--- config.mk ---
export PLATFORM = sky130hd
export DESIGN_NAME = mcp3_reqq016
export DESIGN_NICKNAME = d
export VERILOG_FILES = /design/src/rtl/mcp3_pkg.sv /design/src/rtl/mcp3_reqq_slot.sv /design/src/rtl/mcp3_reqq016.sv
export SDC_FILE = /design/constraint.sdc
export NUM_CORES = 2
export LEC_CHECK = 0
export BUFFER_PORTS_ARGS = -buffer_cell sky130_fd_sc_hd__buf_2
export CORE_AREA = 2 2 454 456
export CTS_CLUSTER_DIAMETER = 50
export DETAILED_ROUTE_END_ITERATION = 12
export DIE_AREA = 0 0 456 458
export GPL_ROUTABILITY_DRIVEN = 0
export PLACE_DENSITY = 0.68
export SKIP_CTS_REPAIR_TIMING = 1
export SYNTH_ARGS = -nofsm -noshare
export SYNTH_HDL_FRONTEND = slang
export SYNTH_SLANG_ARGS = --single-unit
--- constraint.sdc ---
create_clock -name clock -period 5 [get_ports clock]
set_clock_uncertainty 0.2 [all_clocks]
set_input_delay 0.75 -clock clock [delete_from_list [all_inputs] [get_ports clock]]
set_output_delay 0.75 -clock clock [all_outputs]
set_load 0.05 [all_outputs]
--- src/rtl/mcp3_pkg.sv ---
`default_nettype none
// ============================================================================
// Module      : mcp3_pkg
// Description : Shared constants for the MCP3 per-requester request queue.
//               Requester count, winner index width and the encoding of a
//               2-deep slot occupancy count.
// Revision    : 1.0 - initial release
// ============================================================================
package mcp3_pkg;

    localparam int MCP3_NREQ   = 16;
    localparam int MCP3_NREQ_W = 4;

    // Slot occupancy encoding (count of valid entries, 0..2)
    localparam logic [1:0] SLOT_EMPTY = 2'd0;
    localparam logic [1:0] SLOT_ONE   = 2'd1;
    localparam logic [1:0] SLOT_FULL  = 2'd2;

endpackage : mcp3_pkg
`default_nettype wire

--- src/rtl/mcp3_reqq_slot.sv ---
`default_nettype none
// ============================================================================
// Module      : mcp3_reqq_slot
// Description : One 2-deep FIFO slot. Holds a registered occupancy count and
//               two payload entries (entry0 is the head).
//   clock       in   rising-edge clock
//   reset       in   synchronous active-high reset (clears count only)
//   i_push      in   push request (ignored while full)
//   i_pop       in   pop request (ignored while empty)
//   i_din       in   payload to push
//   o_head      out  head entry (entry0)
//   o_nonempty  out  slot holds at least one entry
//   o_full      out  slot holds two entries
// Revision    : 1.0 - initial release
// ============================================================================
module mcp3_reqq_slot
    import mcp3_pkg::*;
#(
    parameter int WIDTH = 64
) (
    input  logic             clock,
    input  logic             reset,
    input  logic             i_push,
    input  logic             i_pop,
    input  logic [WIDTH-1:0] i_din,
    output logic [WIDTH-1:0] o_head,
    output logic             o_nonempty,
    output logic             o_full
);

    logic [1:0]       r_count;
    logic [WIDTH-1:0] r_entry0;
    logic [WIDTH-1:0] r_entry1;

    logic w_push;
    logic w_pop;

    // Gating uses only registered state, so readiness never depends on pop.
    assign w_push = i_push & (r_count != SLOT_FULL);
    assign w_pop  = i_pop  & (r_count != SLOT_EMPTY);

    always_ff @(posedge clock) begin
        if (reset) begin
            r_count <= SLOT_EMPTY;
        end else begin
            case ({w_push, w_pop})
                2'b10:   r_count <= r_count + 2'd1;
                2'b01:   r_count <= r_count - 2'd1;
                default: r_count <= r_count;
            endcase
        end
    end

    // Payload storage is not reset; validity is carried by r_count alone.
    // Push+pop together can only happen at count 1 (push is blocked at 2),
    // so the new word lands in entry0 and overrides the shift.
    always_ff @(posedge clock) begin
        if (w_pop) begin
            r_entry0 <= r_entry1;
        end
        if (w_push) begin
            if ((r_count == SLOT_ONE) && !w_pop) begin
                r_entry1 <= i_din;
            end else begin
                r_entry0 <= i_din;
            end
        end
    end

    assign o_head     = r_entry0;
    assign o_nonempty = (r_count != SLOT_EMPTY);
    assign o_full     = (r_count == SLOT_FULL);

endmodule : mcp3_reqq_slot
`default_nettype wire

--- src/rtl/mcp3_reqq016.sv ---
`default_nettype none
// ============================================================================
// Module      : mcp3_reqq016
// Description : 16-requester request queue in front of the round-robin
//               arbiter. Each engine owns a 2-deep slot; occupancy flags go
//               to the arbiter, req_clear pops slot heads, and the head of
//               the current winner is muxed onto a single output.
//   clock, reset        clock / synchronous active-high reset
//   in_valid/in_data    per-engine push (engine i at [i*WIDTH +: WIDTH])
//   in_ready            per-engine slot not full
//   req_bus             slot non-empty
//   req_bus_2pending    slot full
//   req_clear           per-slot pop from the arbiter (multi-hot allowed)
//   winner/winner_valid arbiter's encoded winner
//   out_valid/out_data  head payload of the winner slot
// Revision    : 1.0 - initial release
// ============================================================================
module mcp3_reqq016
    import mcp3_pkg::*;
#(
    parameter int WIDTH = 64
) (
    input  logic                         clock,
    input  logic                         reset,
    input  logic [MCP3_NREQ-1:0]         in_valid,
    input  logic [MCP3_NREQ*WIDTH-1:0]   in_data,
    output logic [MCP3_NREQ-1:0]         in_ready,
    output logic [MCP3_NREQ-1:0]         req_bus,
    output logic [MCP3_NREQ-1:0]         req_bus_2pending,
    input  logic [MCP3_NREQ-1:0]         req_clear,
    input  logic [MCP3_NREQ_W-1:0]       winner,
    input  logic                         winner_valid,
    output logic                         out_valid,
    output logic [WIDTH-1:0]             out_data
);

    logic [WIDTH-1:0]     w_head [MCP3_NREQ];
    logic [MCP3_NREQ-1:0] w_full;

    generate
        for (genvar gi = 0; gi < MCP3_NREQ; gi++) begin : g_slot
            mcp3_reqq_slot #(
                .WIDTH (WIDTH)
            ) u_slot (
                .clock      (clock),
                .reset      (reset),
                .i_push     (in_valid[gi]),
                .i_pop      (req_clear[gi]),
                .i_din      (in_data[gi*WIDTH +: WIDTH]),
                .o_head     (w_head[gi]),
                .o_nonempty (req_bus[gi]),
                .o_full     (w_full[gi])
            );
        end
    endgenerate

    assign req_bus_2pending = w_full;
    assign in_ready         = ~w_full;

    assign out_data  = w_head[winner];
    assign out_valid = winner_valid & req_bus[winner];

endmodule : mcp3_reqq016
`default_nettype wire

## After elaboration in Yosys (flattened, before gate mapping)

Index checks and enable logic that the tools add are counted.

- Word-level logic and storage cells: 346
- Input port bits: 1,063
- Output and inout port bits: 113
- Bits in registers: 2,080

- Eq/ne operators: 80
- Reductions and logical operators: 80
- $lt $le $gt $ge: 2
- $add $sub $neg: 32
- Bitwise gates (word level): 35
- Multiplexer cells: 69

Operator list:

| operator | count |
|---|---|
| 2-to-1 mux 64 bit | 50 |
| binary-select mux 64 bit (select 4 bit) | 1 |
| == test 2 x 1 -> 1 bit, second input constant | 32 |
| == test 2 bit, second input constant | 32 |
| one-hot mux 2 bit (2 select lines) | 16 |
| nonzero test 2 bit | 32 |
| bitwise AND 1 bit | 33 |
| adder 2 x 1 -> 2 bit, second input constant | 16 |
| != test 2 bit, second input constant | 16 |
| AND reduction 2 bit | 16 |
| subtractor 2 x 1 -> 2 bit, second input constant | 16 |
| logical AND 1 bit | 16 |
| zero test 1 bit | 16 |
| NOT 16 bit | 1 |
| greater-or-equal comparator 5 bit, second input constant | 1 |
| < comparator 4 x 5 -> 1 bit, second input constant | 1 |
| NOT 4 -> 5 bit | 1 |
| binary-select mux 1 bit (select 4 bit) | 1 |
| 2-to-1 mux 1 bit | 1 |

## Logic depth before layout (Yosys ltp)

- Word-level depth: 6
- Depth in mapped cells: 10
- Mapped depth without buffers: 8

## Hierarchy

From an unflattened synthesis, not the netlist that was laid out.

- Cells, all modules: 5,194
- Area, all modules: 88,926.5 µm²

By module, submodules not included:

| module | sequential area each (µm²) | cells each | instances | area each (µm²) |
|---|---|---|---|---|
| mcp3_reqq_slot | 3,243.1 | 289 | 16 | 5,079.9 |
| mcp3_reqq016 | 0.0 | 570 | 1 | 7,648.6 |

## Least setup slack after synthesis

No wires, ideal clock.

- Path type: input port to flip-flop
- From: input req_clear[15]
- To: register g_slot[15].u_slot.r_entry1[0], enable pin
- Required time: 4.314 ns
- Path buffers: 2
- Library setup time: 0.486 ns
- Arrival: 4.083 ns
- Cell stages on the path: 5
- Slack: 0.231 ns
- Path through: nand2b_1 > buf_4 > buf_1 > nand2_1 > nor2_1

- Cells in the longest elaborated chain, start to end: 4

RTL lines:

| item | line | source |
|---|---|---|
| from (decl) | mcp3_reqq016.sv:30 | `input logic [MCP3_NREQ-1:0] req_clear,` |
| bitwise AND 1 bit | mcp3_reqq_slot.sv:40 | `assign w_pop = i_pop & (r_count != SLOT_EMPTY);` |
| zero test 1 bit | mcp3_reqq_slot.sv:62 | `if ((r_count == SLOT_ONE) && !w_pop) begin` |
| logical AND 1 bit | mcp3_reqq_slot.sv:62 |  |
| AND reduction 2 bit (no line) | n/a |  |
| to (signal assigned) | mcp3_reqq_slot.sv:63 | `r_entry1 <= i_din;` |
| to (decl) | mcp3_reqq_slot.sv:33 | `logic [WIDTH-1:0] r_entry1;` |

Every way passes these cells.
A chain may end at the register's enable or synchronous reset.

## Worst setup path in the final report

- From: register g_slot[7].u_slot.r_count[0]
- To: output out_valid

- Cells in the longest elaborated chain, start to end: 4

RTL lines:

| item | line | source |
|---|---|---|
| from (decl) | mcp3_reqq_slot.sv:31 | `logic [1:0] r_count;` |
| from (signal assigned) | mcp3_reqq_slot.sv:47 | `2'b10: r_count <= r_count + 2'd1;` |
| from (signal assigned) | mcp3_reqq_slot.sv:48 | `2'b01: r_count <= r_count - 2'd1;` |
| from (signal assigned) | mcp3_reqq_slot.sv:49 | `default: r_count <= r_count;` |
| nonzero test 2 bit | mcp3_reqq_slot.sv:71 | `assign o_nonempty = (r_count != SLOT_EMPTY);` |
| binary-select mux 1 bit (select 4 bit) | mcp3_reqq016.sv:61 | `assign out_valid = winner_valid & req_bus[winner];` |
| 2-to-1 mux 1 bit (not written as such) | mcp3_reqq016.sv:61 |  |
| bitwise AND 1 bit | mcp3_reqq016.sv:61 |  |
| to (decl) | mcp3_reqq016.sv:33 | `output logic out_valid,` |

Every way passes these cells. The select of a mux whose other input is x is not followed.

==> run_results.csv <==
group,metric,value,unit
floorplanning,rows,166,
timing,fin_crit_sh,0.8817,
timing,finalSetupViolations,0,
timing,hold_viol,0,
timing,slew_viol_final,0,
routing,routed_wl,309900,um
floorplanning,start_util,0.4217,
floorplanning,die_x,456,um
timing,hold-worst-slack,0.1575,ns
routing,vias,57620,
routing,first_pass_iters,7,
grt,gr-total-overflow,0,
setup_path,crit_type,"reg2out",
yosys,syn-instance-count,5221,
grt,grt_pass1_vias,52580,
grt,grt_antenna_before_repair,141,
yosys,yosys_warnings,0,
finish,post-route-cell-area,113400,um2
finish,final_cell_mix,"mux2_2, buf_2, dfxtp_1",
grt,track_usage,0.2766,
floorplanning,fp.dieH,458,um
finish,layoutNonFillerInstCount,10470,
clock_network,cts.sinks,2080,
finish,syn2layout_area_growth,31.98,%
clock_network,numCtsBuffers,225,
floorplanning,coreArea,203800,um2
finish,final_layout_size_suffix_gt1_frac,0.5207,
clock_network,clock_latency,0.89,ns
clock_network,clockRootBuffer,"clkbuf_16",
finish,layout_commonest_cell,"mux2_2",
job,drv_cap,0,
place,io_buffers,1175,
routing,drc,0,
routing,vias_per_cell,5.505,
yosys,yosys.area.top_type,"edfxtp_1",
floorplanning,ios,1176,
finish,nets,8584,
grt,grt_max_degree,65,
setup_path,worstPathArrival,3.46,ns
yosys,synth.distinct_cells,25,
routing,ant_nets,0,
finish,fill_cells,16110,
routing,drt_iter0_drc,5583,
clock_network,h-tree-depth,4,
power,cellPowerDensity,616.1,nW/um2
timing,period_needed,4.409,ns
setup_path,cp.required,4.05,ns
yosys,yosysSeqAreaShare,0.6040,
yosys,synth_nets,6348,
place,place_area,95240,um2
status,status,"finished clean",
timing,max_freq,226.8,MHz
place,hpwlAfterDp,216100,um
timing,tns,0,ns
hold_path,hold_path_class,"in2reg",
routing,wl_per_cell,29.61,um
clock_network,clkTransAtPathRegs,0.06,ns
yosys,synth_seq_cells,2080,
power,ir_drop,0.3632,mV
grt,grt_pass1_wl,405800,um
floorplanning,die_area,208800,um2
setup_path,crit_path_max_fanout,3,
timing,tightest_slew,1.076,ns
yosys,netlist_area,85910,um2
timing,relSlewSlack,0.2811,
timing,rsz0062_at_grt,"false",
yosys,synth.top_cell.area_share,0.3579,
clock_network,cts_tree,"built",
yosys,avgSynthCellArea,16.46,um2
power,leakagePower,43.41,nW
setup_path,start_kind,"flop",
clock_network,clockBufferDepth,3,
yosys,synthTopCellsByArea,"edfxtp_1, mux2_2, dfxtp_1",
place,dp.cells,8894,
setup_path,critPathCaptureType,"output pin",
==> cell usage after synthesis <==
cell type  instances
mux2_2          2008
dfxtp_1         1056
edfxtp_1        1024
mux4_2           260
buf_2            212
a22oi_1          129
nand2_1           82
inv_1             78
ha_1              64
buf_4             50
nor2_1            49
clkbuf_1          47
mux2_1            40
nand2b_1          32
xor2_1            32
a211oi_1          16
a21oi_2           15
buf_6             11
buf_1              9
nor2b_1            2
a21oi_4            1
and2_1             1
and4_1             1
clkinv_1           1
inv_2              1
==> worst max-delay path, cell delays in order, from the launching register on <==
cell and delay, ns:
dfxtp_1 0.39, inv_1 0.09, ha_1 0.29, mux4_2 0.59, a22oi_1 0.55, and4_1 0.36
buf_2 0.29
==> registers in the layout, summed over array words and instances (netlist names) <==
name	cells
g_slot.u_slot.o_head	1024
g_slot.u_slot.r_entry1	1024
g_slot.u_slot.r_count	32
==> stage by stage <==
stage | util | power (mW) | setup slack [ns]
after floorplan | - | 44.05 | 0.2313
after global placement | 0.4674 | 51.48 | 0.5791
after detailed placement | 0.4674 | 52.23 | 0.5312
after CTS | 0.5047 | 69.18 | 0.5451
after global routing | 0.5564 | 72.59 | 0.5418
final | 0.5565 | 69.86 | 0.5915
==> cell families (layout without fill, tap and decap cells) <==
kind of cell,count (synthesis),count (layout),share of synthesized area
muxes,2308,2308,0.3366
DFF,2080,2080,0.6040
buffers and inverters,409,2847,0.02410
and+or+nand+nor,167,167,0.008374
AOI/OAI and AO/OA,161,161,0.01439
adders and majority gates,64,64,0.009321
xor gates and xnor gates,32,32,0.003262
other,0,120,0
==> metal layers <==
metal / wire, um / vias up / global-route usage / share of wire
met5: 215 / - / 0 / 0.00069
met4: 15740 / 36 / 0.1647 / 0.051
met3: 23530 / 805 / 0.06721 / 0.076
met2: 144700 / 3050 / 0.4238 / 0.47
met1: 125700 / 29190 / 0.3559 / 0.41
li1: - / 24540 / - / -
==> final cells by class <==
class | instances | area (um2) | share of cell area
tap | 2688 | 3363 | 0.02966
clock inverter | 120 | 1410 | 0.01244
multi-input combinational | 2732 | 32320 | 0.2851
clock buffer | 309 | 6196 | 0.05464
sequential | 2080 | 51890 | 0.4576
timing repair buffer | 2338 | 17610 | 0.1553
inverter | 80 | 300.3 | 0.002648
antenna | 120 | 300.3 | 0.002648
==> final timing paths <==
| path | start | to | slack, ns | cells past startpoint |
|---|---|---|---|---|
| worst max-delay path | g_slot[7].u_slot.r_count[0] | out_valid | 0.59 | 6 |
| worst min-delay path | reset | g_slot[1].u_slot.r_count[0] | 0.16 | 2 |
| worst max register to register | g_slot[11].u_slot.r_count[0] | g_slot[11].u_slot.r_entry1[30] | 1.42 | 6 |
| worst min register to register | g_slot[8].u_slot.r_count[1] | g_slot[8].u_slot.r_count[1] | 0.32 | 2 |
==> power breakdown <==
group	switching, mW	leakage, nW	total, mW	internal, mW
registers	3.31	18.2	27.2	23.9
clock network	7.27	3.71	17.0	9.71
logic	12.4	21.5	25.7	13.3
(Power assumes the default switching activity.)
